$ cat src/rtl/gray_pkg.sv
// Shared gray-code helpers and side-selection constants for the async-FIFO pointer controllers.
package gray_pkg;

    localparam int MODE_WR = 0;
    localparam int MODE_RD = 1;

    // Helpers work on a fixed maximum width. Narrower pointers are zero-extended on the way in,
    // which does not change the code, and truncated on the way out.
    localparam int GRAY_MAX_W = 32;
    typedef logic [GRAY_MAX_W-1:0] gray_word_t;

    function automatic gray_word_t bin2gray(input gray_word_t bin);
        return bin ^ (bin >> 1);
    endfunction

    function automatic gray_word_t gray2bin(input gray_word_t gray);
        gray_word_t bin;
        bin[GRAY_MAX_W-1] = gray[GRAY_MAX_W-1];
        for (int i = GRAY_MAX_W - 2; i >= 0; i--) begin
            bin[i] = bin[i+1] ^ gray[i];
        end
        return bin;
    endfunction

endpackage

$ cat src/rtl/gray_to_bin.sv
// Combinational XOR-prefix gray-to-binary decoder for a W-bit pointer.
module gray_to_bin
    import gray_pkg::*;
#(
    parameter int W = 6
) (
    input  logic [W-1:0] gray,
    output logic [W-1:0] bin
);

    assign bin = W'(gray2bin(gray_word_t'(gray)));

endmodule

$ cat src/rtl/gray_ptr_ctrl.sv
// One side of an async-FIFO pointer pair: MODE 0 drives full, MODE 1 drives empty.
// Define GRAY_PTR_LEVEL_EN to build the level/almost outputs; otherwise they are tied off.
module gray_ptr_ctrl
    import gray_pkg::*;
#(
    parameter int ADDR_WIDTH    = 5,
    parameter int MODE          = MODE_WR,
    parameter int ALMOST_MARGIN = 4
) (
    input  logic                  clk,
    input  logic                  rst_n,
    input  logic                  inc,
    input  logic [ADDR_WIDTH:0]   sync_gray_ptr,
    output logic                  accept,
    output logic [ADDR_WIDTH-1:0] addr,
    output logic [ADDR_WIDTH:0]   gray_ptr,
    output logic                  flag,
    output logic [ADDR_WIDTH:0]   level,
    output logic                  almost
);

    localparam int   PW       = ADDR_WIDTH + 1;
    localparam logic FLAG_RST = (MODE == MODE_RD);

    logic [PW-1:0] ptr_bin;
    logic [PW-1:0] bin_nxt;
    logic [PW-1:0] gray_nxt;
    logic [PW-1:0] flag_ref;
    logic          flag_nxt;

    assign accept   = inc & ~flag;
    assign bin_nxt  = ptr_bin + PW'(accept);
    assign gray_nxt = PW'(bin2gray(gray_word_t'(bin_nxt)));
    assign addr     = ptr_bin[ADDR_WIDTH-1:0];

    generate
        if (MODE == MODE_WR) begin : g_full
            // Full when the write pointer is exactly one lap ahead: the two gray MSBs differ.
            assign flag_ref = {~sync_gray_ptr[ADDR_WIDTH -: 2], sync_gray_ptr[ADDR_WIDTH-2:0]};
        end else begin : g_empty
            assign flag_ref = sync_gray_ptr;
        end
    endgenerate

    // NOTE: the flag compares the next-state gray value, so it asserts on the same edge as the
    // accept that fills or drains the FIFO and no second request can slip through.
    assign flag_nxt = (gray_nxt == flag_ref);

    always_ff @(posedge clk or negedge rst_n) begin
        if (!rst_n) begin
            ptr_bin  <= '0;
            gray_ptr <= '0;
            flag     <= FLAG_RST;
        end else begin
            ptr_bin  <= bin_nxt;
            gray_ptr <= gray_nxt;
            flag     <= flag_nxt;
        end
    end

`ifdef GRAY_PTR_LEVEL_EN
    localparam logic [PW-1:0] ALMOST_FULL_TH  = PW'((1 << ADDR_WIDTH) - ALMOST_MARGIN);
    localparam logic [PW-1:0] ALMOST_EMPTY_TH = PW'(ALMOST_MARGIN);

    logic [PW-1:0] rbin;
    logic [PW-1:0] level_nxt;
    logic          almost_nxt;

    gray_to_bin #(.W(PW)) u_gray_to_bin (
        .gray (sync_gray_ptr),
        .bin  (rbin)
    );

    // Occupancy seen from this side; the remote view may lag, which only makes it pessimistic.
    assign level_nxt  = (MODE == MODE_WR) ? (bin_nxt - rbin) : (rbin - bin_nxt);
    assign almost_nxt = (MODE == MODE_WR) ? (level_nxt >= ALMOST_FULL_TH)
                                          : (level_nxt <= ALMOST_EMPTY_TH);

    always_ff @(posedge clk or negedge rst_n) begin
        if (!rst_n) begin
            level  <= '0;
            almost <= FLAG_RST;
        end else begin
            level  <= level_nxt;
            almost <= almost_nxt;
        end
    end
`else
    assign level  = '0;
    assign almost = FLAG_RST;
`endif

endmodule
$ cat config.mk
export PLATFORM = sky130hd
export DESIGN_NAME = gray_ptr_ctrl
export DESIGN_NICKNAME = d
export VERILOG_FILES = /design/src/rtl/gray_pkg.sv /design/src/rtl/gray_to_bin.sv /design/src/rtl/gray_ptr_ctrl.sv
export SDC_FILE = /design/constraint.sdc
export NUM_CORES = 1
export LEC_CHECK = 0
export CAP_MARGIN = 25
export CORE_MARGIN = 2
export CORE_UTILIZATION = 44
export CTS_CLUSTER_DIAMETER = 60
export CTS_CLUSTER_SIZE = 40
export DETAILED_ROUTE_END_ITERATION = 12
export GPL_ROUTABILITY_DRIVEN = 0
export PLACE_DENSITY_LB_ADDON = 0.12
export SYNTH_ARGS = -nofsm -noshare
export SYNTH_HDL_FRONTEND = slang
export SYNTH_SLANG_ARGS = --single-unit
$ cat constraint.sdc
create_clock -name clk -period 4.6 [get_ports clk]
set_clock_uncertainty 0.2 [all_clocks]
set_input_delay 1.15 -clock clk [delete_from_list [all_inputs] [get_ports clk]]
set_output_delay 1.15 -clock clk [all_outputs]
set_load 0.02 [all_outputs]
==> results.md, run 1 <==
* Max Slew Vio Count at 0
* Bufs on Longest Clock Path at 2
* Final period utilization at 81.0%
* Core ar. at 1490 um^2
* First-pass GRT wire length at 1790 um
* CP arrival at 2.38 ns
* Reg clk slew, reported paths at 0.08 ns
* Switching part of the total at 41.3%
* Worst path bufs/invs at 2
* Max-Cap Viols at 0
* Most frequent cells in the layout: 21 x clkdlybuf4s50_1, 12 x dfrtp_1, 9 x xor2_1
* Vias at 457
* Setup repair bufs after CTS at 0
* Drc violations at 0
* VDD IR max at 419 uV
* Cts hold-fix bufs at 0
* Min cycle time layout at 3.73 ns
* Worst min-delay path endpoint: ptr_bin[0]$_DFF_PN0_
* Cells resized by post-CTS repair at 0
* Critical-path maximum fanout at 2
* Util after Layout at 61.6%
* Ys Warns at 0
* Fillers at 112
* Crit path cell chain: clkdlybuf4s50_1, nor2b_1, clkdlybuf4s50_1
* Comb pwr share at 58.5%
* Sequential-to-total area share from yosys stat at 43.1%
* Required @ worst endpoint at 3.25 ns
* Clk sink count at 12
* DP Worst Slack at 0.869 ns
* Total GRT Usage at 13.5%
* Worst setup EP type: primary output
* Synth Instances at 61
* Critical path depth at 3
* Clock Latency Late Sink at 0.28 ns
* Top delay family on crit path: buffers and inverters
* Final TNS setup at 0 ns
* Psw at 298 uW
* Hold path startpoint: ptr_bin[0]$_DFF_PN0_
* Worst Path Class, Setup: in2out
* P&R area growth vs syn at 31.6%
* CTS H-tree depth at 1
* Fin nets at 95
* CTS tree: done
* Worst path slowest cell: clkdlybuf4s50_1
* RR Endpoint: flag$_DFF_PN0_
* Pleak at 0.414 nW
* DP HPWL at 889 um
* Slowest stage delay, CP at 0.62 ns
* Worst-margin pin slew at 0.558 ns
* Vert. Die Dim at 43.8 um
* Starting DRC count in detailed routing at 6
* Initial antenna violation count at 0
* RSZ-0062 raised after global routing: false
* Die area at 1920 um^2
* Via density at 4.62
* FP Rows at 14
* Internal at 423 uW
* Commonest non-fill, non-tap cell in the layout: clkdlybuf4s50_1
* Final hold vios at 0
* Largest net degree at the start of global routing at 13
* Status: completed
* Clk network pwr share at 11.8%
* Netlist cell types at 24
* Die Width at 43.8 um
* R2R setup slack at 2.19 ns
* PwrDens at 786 nW/um^2
* Post-Synthesis Cell Area at 697 um^2
* I/O Pins at 29
* F_max at 0.268 GHz
* Worst-case reg-to-reg path depth at 8
* Effective utilization at floorplan at 46.8%
* GRT overflow at 0
* CTS root buf: clkbuf_4
* Worst Slack Setup Final at 0.875 ns
* Vias in the first global route at 411
* Final setup viols at 0
* Antenna Nets Post-Route at 0
* Number of port buffers at 21
* HP Class: reg2reg
* Seq cells post-synth at 12
* Flop pwr share at 29.7%
* Startpoint Class: primary input
* Most frequent CP cell: clkdlybuf4s50_1
* Syn avg cell area at 11.4 um^2
* Drt first pass iters at 4
* Share of layout cells above drive strength 1 at 6.02%
* Slew Limit Headroom at 62.7%
* TritonCTS Buffers at 3
* Critical R2R Launch: flag$_DFF_PN0_
* Drt total wl at 1150 um
* # diodes at 0
* Hold Crit Depth at 1
* Per-cell routed wire length at 11.7 um
==> state kept, by name, summed over array words and instances, names as in the netlist <==
register	flops
flag	1
gray_ptr	6
ptr_bin	5
==> per-stage QoR <==
stage / hold WS [ns] / cell area (um^2) / instances / power, mW
final: 0.398 / 917 / 99 / 0.721
after global placement: 0.379 / 881 / 95 / 0.636
after global routing: 0.425 / 917 / 99 / 0.775
after CTS: 0.396 / 917 / 99 / 0.731
after detailed placement: 0.380 / 881 / 95 / 0.642
after floorplan: 0.467 / 719 / 67 / 0.511
==> power groups by stage <==
| stage | Clock (mW) | Sequential [mW] | Combinational [mW] |
|---|---|---|---|
| finish | 0.0853 | 0.214 | 0.422 |
| global route | 0.0943 | 0.222 | 0.459 |
| CTS | 0.0890 | 0.215 | 0.427 |
| detailed placement | 0 | 0.217 | 0.425 |
| global placement | 0 | 0.216 | 0.420 |
| floorplan | 0 | 0.259 | 0.252 |
==> cell families after synthesis <==
family          synth area share, %
flops                          43.1
other cells                   0.538
mux                            1.44
buf+inv                        11.0
fa+ha+maj                      3.59
xor+xnor                       27.3
simple gates                   9.34
compound gates                 3.77
==> worst register-to-register path, stage by stage (launching register included) <==
cell and delay, ns:
dfrtp_1 0.39, nor2b_1 0.15, ha_1 0.21, ha_1 0.36
nand2b_1 0.18, o22ai_1 0.07, a31oi_1 0.27, xnor3_1 0.26
and4_1 0.21
==> cells in the mapped netlist (all sizes together) <==
master | number | area share [%]
nand2 | 4 | 2.2
a31oi | 1 | 0.90
xor2 | 10 | 15
and4 | 1 | 1.3
a21oi | 1 | 0.72
inv | 2 | 1.1
nand4 | 1 | 0.90
mux2i | 1 | 1.4
nand3 | 2 | 1.4
xnor2 | 7 | 8.8
buf | 9 | 9.9
ha | 2 | 3.6
nand2b | 1 | 0.90
nor2b | 1 | 0.90
o22ai | 1 | 0.90
and2 | 1 | 0.90
conb | 1 | 0.54
a32oi | 1 | 1.3
dfrtp | 12 | 43
xnor3 | 1 | 3.2
or3 | 1 | 0.90
==> worst max path at each step <==
stage	from	to	slack, ns
after global placement	inc	accept	0.88
after global routing	inc	accept	0.79
after floorplan	inc	flag$_DFF_PN0_	1.30
final	inc	accept	0.87
after CTS	inc	accept	0.86
after detailed placement	inc	accept	0.87
==> metal layers <==
layer  GRT usage, %  share of wire [%]  wire length, um
met1           17.2                 41              476
met2           20.0                 50              574
met3           2.50                5.5               63
met4           10.9                3.4               39
met5              0                  0                0
==> area by class of cell <==
type	count	area (um^2)	share of cell area, %
sequential	12	300	32.7
tap	16	20.0	2.18
timing repair buffer	21	210	22.9
clock buffer	4	36.3	3.96
inverter	2	7.51	0.819
multi-input combinational	44	343	37.4
(Power assumes the default switching activity.)
==> inputs of run 2 (changes only) <==
--- a/config.mk
+++ b/config.mk
@@ -7,7 +7,7 @@
 export LEC_CHECK = 0
 export CAP_MARGIN = 25
 export CORE_MARGIN = 2
-export CORE_UTILIZATION = 44
+export CORE_UTILIZATION = 37
 export CTS_CLUSTER_DIAMETER = 60
 export CTS_CLUSTER_SIZE = 40
 export DETAILED_ROUTE_END_ITERATION = 12
==> constraint.sdc (replaced) <==
create_clock -name clk -period 3.3 [get_ports clk]
set_clock_uncertainty 0.2 [all_clocks]
set_input_delay 0.825 -clock clk [delete_from_list [all_inputs] [get_ports clk]]
set_output_delay 0.825 -clock clk [all_outputs]
set_load 0.02 [all_outputs]
==> results.md, run 2 (synthesized netlist as in run 1, its figures left out) <==
* Initial antenna violation count at 0 (unchanged)
* # diodes at 0 (unchanged)
* Total GRT Usage at 12.4% (-1.1 points)
* CTS tree: done
* HP Class: reg2reg
* Vias in the first global route at 436 (+6.1%)
* Inst Count DP at 108 (+14%)
* F_max at 0.325 GHz
* Regs by FF count: gray_ptr (6), ptr_bin (5), flag (1)
* Worst-case reg-to-reg path depth at 8 (unchanged)
* Slew Limit Headroom at 64.7% (+2.0 points)
* Most frequent cells in the layout: 21 x clkdlybuf4s50_1, 12 x dfrtp_1, 9 x xor2_1
* Number of port buffers at 21 (unchanged)
* Drc violations at 0 (unchanged)
* Cells resized by post-CTS repair at 0 (unchanged)
* Final hold vios at 0 (unchanged)
* GRT overflow at 0 (unchanged)
* FF/Latch Area at 300 um^2 (unchanged)
* Worst min-delay path endpoint: ptr_bin[0]$_DFF_PN0_
* Vias at 467 (+2.2%)
* Clock Latency Late Sink at 0.28 ns (about the same)
* Commonest non-fill, non-tap cell in the layout: clkdlybuf4s50_1
* FP Rows at 15 (+1)
* Status: completed
* Effective utilization at floorplan at 39.9% (-6.9 points)
* Share of layout cells above drive strength 1 at 10.3% (+4.3 points)
* Starting DRC count in detailed routing at 5 (-1)
* Min cycle time layout at 3.07 ns
* Hold Crit Depth at 1 (unchanged)
* TritonCTS Buffers at 3 (unchanged)
* Per-cell routed wire length at 10.1 um (-13%)
* Most flops, register: gray_ptr
* Pleak at 0.434 nW (+4.9%)
* CTS H-tree depth at 1 (unchanged)
* Reg clk slew, reported paths at 0.07 ns (about the same)
* Antenna Nets Post-Route at 0 (unchanged)
* Fillers at 163 (+46%)
* I/O Pins at 29 (unchanged)
* Via density at 4.17 (-9.7%)
* Worst-margin pin slew at 0.528 ns (-0.0294 ns)
* P&R area growth vs syn at 37.5%
* Max Slew Vio Count at 0 (unchanged)
* Setup repair bufs after CTS at 0 (unchanged)
* Max-Cap Viols at 0 (unchanged)
* R2R setup slack at 1.06 ns (-1.13 ns)
* CTS root buf: clkbuf_4
* Final TNS setup at 0 ns (unchanged)
* Startpoint Class: primary input
* Core ar. at 1750 um^2 (+17%)
* Cts hold-fix bufs at 0 (unchanged)
* First-pass GRT wire length at 1790 um (unchanged)
* Die Width at 47.4 um (+8.2%)
* Largest net degree at the start of global routing at 13 (unchanged)
* Final period utilization at 93.2%
* Die area at 2250 um^2 (+17%)
* VDD IR max at 544 uV (+30%)
* Drt first pass iters at 3 (-1)
* Fin nets at 99 (+4.2%)
* CP arrival at 2.05 ns (-0.33 ns)
* Final setup viols at 0 (unchanged)
* Hold path startpoint: ptr_bin[0]$_DFF_PN0_
* Bufs on Longest Clock Path at 2 (unchanged)
* DP HPWL at 896 um (+0.78%)
* Worst Path Class, Setup: in2out
* Drt total wl at 1130 um (-2.1%)
* Multi-input logic area at 343 um^2 (unchanged)
* Worst setup EP type: primary output
* RR Endpoint: flag$_DFF_PN0_
* Vert. Die Dim at 47.4 um (+8.2%)
* Critical-path maximum fanout at 2 (unchanged)
* Max reg flops at 6 (unchanged)
* Required @ worst endpoint at 2.27 ns (-0.98 ns)
* Clk sink count at 12 (unchanged)
* PwrDens at 1090 nW/um^2 (+39%)
* RSZ-0062 raised after global routing: false
* Critical R2R Launch: flag$_DFF_PN0_
* Layout Cells excl Fill at 112 (+13%)
[run 2: stage by stage]
step | setup WS (ns) | hold slack [ns] | utilization, % | instance area (um^2) | total power, mW
3_5_place_dp | 0.141 | 0.387 | 52.8 | 922 | 0.940
5_1_grt | 0.157 | 0.434 | 54.9 | 958 | 1.13
3_3_place_gp | 0.165 | 0.385 | 52.8 | 922 | 0.934
2_1_floorplan | 0.329 | 0.329 | - | 719 | 0.713
4_1_cts | 0.211 | 0.406 | 54.9 | 958 | 1.06
6_report | 0.225 | 0.395 | 54.9 | 958 | 1.05
[run 2: critical path: stages]
cell             delay (ns)
clkdlybuf4s50_1        0.44
nor2b_1                0.16
clkdlybuf4s50_1        0.62
[run 2: power breakdown]
part	leakage (nW)	switching, mW	internal [mW]
Clock	0.0210	0.0480	0.0672
Sequential	0.144	0.0749	0.225
Combinational	0.268	0.297	0.334
Total	0.434	0.420	0.626
[run 2: area by class of cell]
| type | count | share of cell area, % |
|---|---|---|
| flip-flops and latches | 12 | 31.3 |
| well taps | 25 | 3.26 |
| repair buffers | 25 | 25.1 |
| clock buffers | 4 | 3.79 |
| inverters | 2 | 0.783 |
| multi-input cells | 44 | 35.8 |
[run 2: worst max path at each step]
stage                     cells after the start             end  start
final                                         3          accept    inc
after global routing                          3          accept    inc
after CTS                                     3          accept    inc
after detailed placement                      9  flag$_DFF_PN0_    inc
after global placement                        9  flag$_DFF_PN0_    inc
after floorplan                               8  flag$_DFF_PN0_    inc
[run 2: per-layer routing]
| metal | track usage [%] | vias up | wire [um] |
|---|---|---|---|
| li1 | - | 236 | - |
| met1 | 14.2 | 209 | 495 |
| met2 | 18.4 | 20 | 538 |
| met3 | 5.77 | 2 | 76 |
| met4 | 8.33 | 0 | 19 |
| met5 | 0 | - | 0 |
==> inputs of run 3 (changes only) <==
--- a/config.mk
+++ b/config.mk
@@ -7,12 +7,14 @@
 export LEC_CHECK = 0
 export CAP_MARGIN = 25
 export CORE_MARGIN = 2
-export CORE_UTILIZATION = 37
+export CORE_UTILIZATION = 41
 export CTS_CLUSTER_DIAMETER = 60
 export CTS_CLUSTER_SIZE = 40
 export DETAILED_ROUTE_END_ITERATION = 12
 export GPL_ROUTABILITY_DRIVEN = 0
 export PLACE_DENSITY_LB_ADDON = 0.12
+export REMOVE_ABC_BUFFERS = 1
 export SYNTH_ARGS = -nofsm -noshare
 export SYNTH_HDL_FRONTEND = slang
 export SYNTH_SLANG_ARGS = --single-unit
+export TNS_END_PERCENT = 1
==> constraint.sdc (replaced) <==
create_clock -name clk -period 3.23 [get_ports clk]
set_clock_uncertainty 0.2 [all_clocks]
set_input_delay 0.8075 -clock clk [delete_from_list [all_inputs] [get_ports clk]]
set_output_delay 0.8075 -clock clk [all_outputs]
set_load 0.02 [all_outputs]
==> results.md, run 3 (synthesized netlist as in run 1, its figures left out) <==
* Min cycle time layout at 3.04 ns
* P&R area growth vs syn at 33.9%
* Fin nets at 99 (unchanged)
* F_max at 0.329 GHz
* FF/Latch Area at 300 um^2 (unchanged)
* Worst-case reg-to-reg path depth at 8 (unchanged)
* Pleak at 0.427 nW (-1.7%)
* R2R setup slack at 1.00 ns (-0.06 ns)
* Effective utilization at floorplan at 45.2% (+5.3 points)
* Per-cell routed wire length at 11.9 um (+18%)
* Max Slew Vio Count at 0 (unchanged)
* Via density at 4.66 (+12%)
* Final setup viols at 0 (unchanged)
* I/O Pins at 29 (unchanged)
* Max reg flops at 6 (unchanged)
* Starting DRC count in detailed routing at 4 (-1)
* Max-Cap Viols at 0 (unchanged)
* PwrDens at 1120 nW/um^2 (+2.9%)
* CTS root buf: clkbuf_4
* Vert. Die Dim at 45.2 um (-4.6%)
* Bufs on Longest Clock Path at 2 (unchanged)
* TritonCTS Buffers at 3 (unchanged)
* Hold Crit Depth at 1 (unchanged)
* Critical-path maximum fanout at 2 (unchanged)
* Worst-margin pin slew at 0.554 ns (+0.0252 ns)
* # diodes at 0 (unchanged)
* Drc violations at 0 (unchanged)
* Required @ worst endpoint at 2.22 ns (-0.05 ns)
* WHS at 0.402 ns (+0.00701 ns)
* Core ar. at 1540 um^2 (-12%)
* Drt first pass iters at 3 (unchanged)
* DP HPWL at 943 um (+5.3%)
* HP Class: reg2reg
* RSZ-0062 raised after global routing: false
* Largest net degree at the start of global routing at 13 (unchanged)
* Clk sink count at 12 (unchanged)
* Clock Latency Late Sink at 0.27 ns (about the same)
* Reg clk slew, reported paths at 0.07 ns (about the same)
* Cells resized by post-CTS repair at 0 (unchanged)
* Vias in the first global route at 474 (+8.7%)
* Cts hold-fix bufs at 0 (unchanged)
* Layout Cells excl Fill at 102 (-8.9%)
* Commonest non-fill, non-tap cell in the layout: clkdlybuf4s50_1
* Status: completed
* Fillers at 144 (-12%)
* Setup repair bufs after CTS at 0 (unchanged)
* Antenna Nets Post-Route at 0 (unchanged)
* FP Rows at 14 (-1)
* Vias at 475 (+1.7%)
* Multi-input logic area at 343 um^2 (unchanged)
* Number of port buffers at 21 (unchanged)
* Final period utilization at 94.0%
* Worst Path Class, Setup: in2out
* VDD IR max at 670 uV (+23%)
* CTS H-tree depth at 1 (unchanged)
* Slew Limit Headroom at 63.0% (-1.7 points)
* Final hold vios at 0 (unchanged)
* Die area at 2050 um^2 (-8.9%)
* Share of layout cells above drive strength 1 at 9.30% (-1.0 points)
* First-pass GRT wire length at 2060 um (+15%)
* Inst Count DP at 99 (-8.3%)
* Worst setup EP type: primary output
* Die Width at 45.2 um (-4.6%)
* Initial antenna violation count at 0 (unchanged)
* CP arrival at 2.03 ns (-0.02 ns)
* Most frequent cells in the layout: 21 x clkdlybuf4s50_1, 12 x dfrtp_1, 9 x xor2_1
* Drt total wl at 1210 um (+7.2%)
* CTS tree: done
* Startpoint Class: primary input
* Total GRT Usage at 14.3% (+1.9 points)
* GRT overflow at 0 (unchanged)
* Regs by FF count: gray_ptr (6), ptr_bin (5), flag (1)
* Final TNS setup at 0 ns (unchanged)
* Most flops, register: gray_ptr
## run 3: changes by cell type in the layout (fill, tap and decap cells not counted), sizes merged
cell	previous run	this run
clkbuf	4	3
## run 3: path summary, 6_finish.rpt
path	startpoint	to
worst max-delay path	inc	accept
worst min-delay path	ptr_bin[4]$_DFF_PN0_	gray_ptr[3]$_DFF_PN0_
worst max register to register	flag$_DFF_PN0_	flag$_DFF_PN0_
worst min register to register	ptr_bin[4]$_DFF_PN0_	gray_ptr[3]$_DFF_PN0_
max in group asynchronous	rst_n	flag$_DFF_PN0_
min in group asynchronous	rst_n	gray_ptr[2]$_DFF_PN0_
## run 3: power by group
group	internal (mW)	leakage [nW]	switching, mW
sequential	0.230	0.144	0.0767
combinational	0.341	0.268	0.307
clock	0.0431	0.0138	0.0495
## run 3: critical path, stage by stage
cell             delay [ns]
clkdlybuf4s50_1        0.44
nor2b_1                0.16
clkdlybuf4s50_1        0.62
## run 3: layer usage
layer  track usage, %  up-vias  wire (um)  part of all wire, %
li1                 -      234          -                    -
met1             19.0      220        538                   44
met2             22.0       19        578                   48
met3             3.20        2         76                  6.3
met4             7.06        0         18                  1.5
met5                0        -          0                    0
## run 3: final cells by class
cell class | count | share of cell area [%]
clock buffer | 3 | 2.41
inverter | 2 | 0.804
multi-input combinational | 44 | 36.7
tap | 16 | 2.14
timing repair buffer | 25 | 25.7
sequential | 12 | 32.2
## run 3: per-stage QoR
step / worst slack (ns) / power (mW) / util, % / instance area [um^2]
2_1_floorplan: 0.264 / 0.701 / - / 651
3_3_place_gp: 0.104 / 0.954 / 59.1 / 911
3_5_place_dp: 0.0832 / 0.965 / 59.1 / 911
4_1_cts: 0.181 / 1.06 / 60.6 / 933
5_1_grt: 0.149 / 1.12 / 60.6 / 933
6_report: 0.193 / 1.05 / 60.6 / 933
